$ cat src/rtl/fp16_pkg.sv
// Shared types and constants for the FP16 dot-product sequencer.
package fp16_pkg;

  typedef enum logic [2:0] {
    S_IDLE,
    S_FETCH,
    S_MUL,
    S_CAPP,
    S_ADD,
    S_CAPA,
    S_DONE
  } seq_state_t;

  localparam logic FPU_OP_MUL = 1'b1;
  localparam logic FPU_OP_ADD = 1'b0;

  localparam logic [15:0] FP16_ZERO = 16'h0000;
  localparam logic [15:0] FP16_ONE  = 16'h3C00;

endpackage

$ cat src/rtl/fp16_dot_sequencer.sv
// Sequences an FP16 dot product of length len onto one shared FPU (mul, then accumulate add).
// Build option FP_DOT_BIAS_EN: adds a bias input that seeds the accumulator.
//
// state | meaning
// IDLE  | waiting for start
// FETCH | in_ready high, waiting for an operand pair
// MUL   | issue a*b to the FPU
// CAPP  | product returns; first element becomes acc directly (no bias)
// ADD   | issue prod+acc to the FPU
// CAPA  | sum returns into acc
// DONE  | out_valid high, holding result until out_ready
module fp16_dot_sequencer
  import fp16_pkg::*;
#(
  parameter int LEN_W      = 8,
  parameter int DATA_WIDTH = 16
) (
  input  logic                  clk,
  input  logic                  reset,
  input  logic                  start,
  input  logic [LEN_W-1:0]      len,
`ifdef FP_DOT_BIAS_EN
  input  logic [DATA_WIDTH-1:0] bias,
`endif
  output logic                  busy,
  input  logic                  in_valid,
  output logic                  in_ready,
  input  logic [DATA_WIDTH-1:0] in_a,
  input  logic [DATA_WIDTH-1:0] in_b,
  output logic                  fpu_en,
  output logic                  fpu_dec,
  output logic [DATA_WIDTH-1:0] fpu_a,
  output logic [DATA_WIDTH-1:0] fpu_b,
  input  logic [DATA_WIDTH-1:0] fpu_result,
  output logic                  out_valid,
  input  logic                  out_ready,
  output logic [DATA_WIDTH-1:0] out_data
);

  seq_state_t            state, state_d;
  logic [LEN_W-1:0]      count, count_d;
  logic [DATA_WIDTH-1:0] acc, acc_d;
  logic [DATA_WIDTH-1:0] fpu_a_q, fpu_a_d;
  logic [DATA_WIDTH-1:0] fpu_b_q, fpu_b_d;
  logic [DATA_WIDTH-1:0] out_data_q, out_data_d;
  logic [DATA_WIDTH-1:0] acc_seed;
  logic                  last;

`ifdef FP_DOT_BIAS_EN
  assign acc_seed = bias;
`else
  logic first, first_d;
  assign acc_seed = DATA_WIDTH'(FP16_ZERO);
`endif

  assign last = (count == LEN_W'(1));

  always_ff @(posedge clk) begin
    if (reset) begin
      state      <= S_IDLE;
      count      <= '0;
      acc        <= '0;
      fpu_a_q    <= '0;
      fpu_b_q    <= '0;
      out_data_q <= '0;
`ifndef FP_DOT_BIAS_EN
      first      <= 1'b0;
`endif
    end else begin
      state      <= state_d;
      count      <= count_d;
      acc        <= acc_d;
      fpu_a_q    <= fpu_a_d;
      fpu_b_q    <= fpu_b_d;
      out_data_q <= out_data_d;
`ifndef FP_DOT_BIAS_EN
      first      <= first_d;
`endif
    end
  end

  always_comb begin
    state_d    = state;
    count_d    = count;
    acc_d      = acc;
    fpu_a_d    = fpu_a_q;
    fpu_b_d    = fpu_b_q;
    out_data_d = out_data_q;
`ifndef FP_DOT_BIAS_EN
    first_d    = first;
`endif
    busy      = (state != S_IDLE);
    in_ready  = 1'b0;
    fpu_en    = 1'b0;
    fpu_dec   = FPU_OP_ADD;
    out_valid = 1'b0;

    unique case (state)
      S_IDLE: begin
        if (start) begin
          acc_d = acc_seed;
          if (len == '0) begin
            out_data_d = acc_seed;
            state_d    = S_DONE;
          end else begin
            count_d = len;
`ifndef FP_DOT_BIAS_EN
            first_d = 1'b1;
`endif
            state_d = S_FETCH;
          end
        end
      end

      S_FETCH: begin
        in_ready = 1'b1;
        if (in_valid) begin
          fpu_a_d = in_a;
          fpu_b_d = in_b;
          state_d = S_MUL;
        end
      end

      S_MUL: begin
        fpu_en  = 1'b1;
        fpu_dec = FPU_OP_MUL;
        state_d = S_CAPP;
      end

      S_CAPP: begin
`ifndef FP_DOT_BIAS_EN
        // First product seeds acc directly instead of adding it to zero.
        if (first) begin
          acc_d   = fpu_result;
          first_d = 1'b0;
          count_d = count - LEN_W'(1);
          if (last) begin
            out_data_d = fpu_result;
            state_d    = S_DONE;
          end else begin
            state_d = S_FETCH;
          end
        end else
`endif
        begin
          fpu_a_d = fpu_result;
          fpu_b_d = acc;
          state_d = S_ADD;
        end
      end

      S_ADD: begin
        fpu_en  = 1'b1;
        fpu_dec = FPU_OP_ADD;
        state_d = S_CAPA;
      end

      S_CAPA: begin
        acc_d   = fpu_result;
        count_d = count - LEN_W'(1);
        if (last) begin
          out_data_d = fpu_result;
          state_d    = S_DONE;
        end else begin
          state_d = S_FETCH;
        end
      end

      S_DONE: begin
        out_valid = 1'b1;
        if (out_ready) state_d = S_IDLE;
      end

      default: state_d = S_IDLE;
    endcase
  end

  assign fpu_a    = fpu_a_q;
  assign fpu_b    = fpu_b_q;
  assign out_data = out_data_q;

endmodule

$ cat config.mk
export PLATFORM = sky130hd
export DESIGN_NAME = fp16_dot_sequencer
export DESIGN_NICKNAME = d
export VERILOG_FILES = /design/src/rtl/fp16_pkg.sv /design/src/rtl/fp16_dot_sequencer.sv
export SDC_FILE = /design/constraint.sdc
export NUM_CORES = 1
export LEC_CHECK = 0
export ABC_AREA = 1
export CAP_MARGIN = 25
export CORE_MARGIN = 2
export CORE_UTILIZATION = 50
export DETAILED_ROUTE_END_ITERATION = 8
export PLACE_DENSITY = 0.86
export SETUP_SLACK_MARGIN = 0.2
export SYNTH_ARGS = -nofsm -noshare
export SYNTH_HDL_FRONTEND = slang
export SYNTH_SLANG_ARGS = --single-unit
export TNS_END_PERCENT = 10
$ cat constraint.sdc
create_clock -name clk -period 4.4 [get_ports clk]
set_clock_uncertainty 0.1 [all_clocks]
set_input_delay 0.88 -clock clk [delete_from_list [all_inputs] [get_ports clk]]
set_output_delay 0.88 -clock clk [all_outputs]
set_load 0.005 [all_outputs]
==> out/metrics.yaml <==
crit_type: "reg2out"
grtUsageTotal: 0.256
pre_cts_slack_ns: 1.47
insertion_delay_ns: 0.35
ios: 114
ir_drop_mv: 0.225
p_per_area_mw_per_mm2: 501
setup_ws_ns: 1.66
syn_area_mm2: 0.00372
start_util: 0.516
synth_simple_gate_area_frac: 0.427
cts_buffers: 9
gp_congestion: 0.840
relSlewSlack: 0.521
fill_cells: 623
yosysTopAreaCell: "dfxtp_1"
fin_util: 0.695
fmax_ghz: 0.365
fin_crit_ns: 2.74
grt_pass1_wl_um: 17200
vias_per_cell: 5.16
synthTopCellsByArea: "dfxtp_1 41%, nand2_1 19%, nor2_1 15%"
drive_gt1_frac: 0.0537
hp-class: "reg2reg"
ys_seq_area_frac: 0.409
setup_viol: 0
grt_max_degree: 36
grt_pass1_vias: 3729
synth_nets: 650
fin_nets: 747
drv_cap: 0
register_area_mm2: 0.00152
die_y_um: 90.3
routedWlPerCell_um: 13.4
ctsResizeCount: 0
post_cts_buffers: 0
io_buffers: 113
worstSetupEndpointType: "output pin"
worst_ep_required_time_ns: 3.42
fin_crit_sh: 0.622
ys_ff_latch: 76
worstPathArrival_ns: 1.76
synth_warnings: 0
finalHoldViolCount: 0
met2_length_um: 5260
synth_fa_ha_area_frac: 0.00672
worst_pin_slew_ns: 0.717
dr.pass1.iters: 5
ctsRootBufferMaster: "clkbuf_8"
cts_tree: "done"
met1Wirelength_um: 4230
synth_cell_types: 23
cp-start-kind: "flip-flop"
path_max_fanout: 8
num_vias: 4067
cts_max_path_buffers: 2
die_w_um: 90.3
htreeDepth: 3
grt-ovfl-total: 0
met3_length_um: 746
drt-initial-drc-count: 289
synth_top_cell_area_share: 0.409
antenna_found_initial: 0
synth_xor_xnor_area_share: 0
setup-tns-final_ns: 0
synth.avg_cell_area_um2: 6.34
leakage_nw: 2.19
clock-sinks: 76
clk_pin_slew_worst_paths_ns: 0.08
synth_mux_area_frac: 0
antenna_cells: 0
final_max_slew_viol_count: 0
placementRows: 31
area_growth_pct: 34.7
multiInputGateArea_mm2: 0.00195
synth_top_family_by_area: "simple AND/OR/NAND/NOR gates"
postCtsHoldBufs: 0
dp_hpwl_um: 7880
rsz0062_at_grt: "no"
drc: 0
die-area_mm2: 0.00815
design.core.area_mm2: 0.00721
final_antenna_net_count: 0
synth-compound-area-share: 0.0887
netlist_instances: 587
top_layer: "met4"
status: "finished clean"
routed_wl_um: 10500
-- Yosys cell counts, drive strengths merged --
| master | count |
|---|---|
| nand4 | 2 |
| nand3b | 4 |
| inv | 25 |
| dfxtp | 76 |
| ha | 2 |
| o21ai | 43 |
| buf | 15 |
| a21oi | 23 |
| nand2 | 193 |
| nor2 | 155 |
| clkbuf | 15 |
| nand3 | 34 |
-- stage by stage --
step	std cells	total power [mW]	instance area (um2)	hold slack [ns]
floorplan	587	1.61	3720	0.354
CTS	788	2.52	5020	0.390
global placement	772	2.01	4840	0.364
finish	788	2.51	5020	0.386
global route	788	2.69	5020	0.408
detailed placement	772	2.04	4840	0.371
-- placed cells by master, fill, tap and decap left out, drive strengths merged --
cell type / synthesis / final
nand2: 193 / 193
nor2: 155 / 155
dfxtp: 76 / 76
nand4: 2 / 2
nand3b: 4 / 4
buf: 15 / 3
nand3: 34 / 34
o21ai: 43 / 43
a21oi: 23 / 23
clkinvlp: 0 / 3
ha: 2 / 2
clkinv: 0 / 1
inv: 25 / 26
clkdlybuf4s50: 0 / 113
clkbuf: 15 / 11
-- power breakdown --
group          total, mW  switching, mW  internal [mW]
Combinational       1.07          0.578          0.489
Clock              0.479          0.258          0.221
Sequential         0.968          0.109          0.859
Total               2.51          0.945           1.57
-- flip-flops by register name (all words and copies together) (netlist names) --
name / cells
acc: 16
fpu_a: 16
fpu_b: 16
out_data: 16
count: 8
state: 3
first: 1
-- cell type report --
type,count,share of cell area
Multi-Input combinational cell,456,0.388
Tap cell,99,0.0247
Clock buffer,11,0.0282
Sequential cell,76,0.303
Inverter,25,0.0187
Clock inverter,5,0.00723
Timing Repair Buffer,116,0.230
-- final timing paths --
kind                            slack (ns)         to  cells after the start      start
worst min register to register        0.39  fpu_b[14]                      2  fpu_b[14]
worst max register to register        1.69   count[4]                      7   state[0]
worst max-delay path                  1.66   in_ready                      3   state[0]
worst min-delay path                  0.39  fpu_b[14]                      2  fpu_b[14]
-- worst max-delay path: stages, from the launching register on --
cell and delay [ns]:
dfxtp_1 0.55, nand2_1 0.13, nor2_1 0.19, clkdlybuf4s50_1 0.54
-- logic make-up (layout without fill, tap and decap cells) --
| kind of cell | after synthesis | count (layout) |
|---|---|---|
| AO/OA/AOI/OAI | 66 | 66 |
| flip-flops | 76 | 76 |
| buffers and inverters | 55 | 157 |
| adder cells (fa/ha/maj) | 2 | 2 |
| AND/OR/NAND/NOR | 388 | 388 |
-- routing by layer --
layer	vias up	global-route usage
met2	176	0.456
met3	29	0.0534
li1	2024	-
met5	-	0
met1	1838	0.300
met4	0	0.103
No activity file was read; power rests on OpenSTA's default activity.
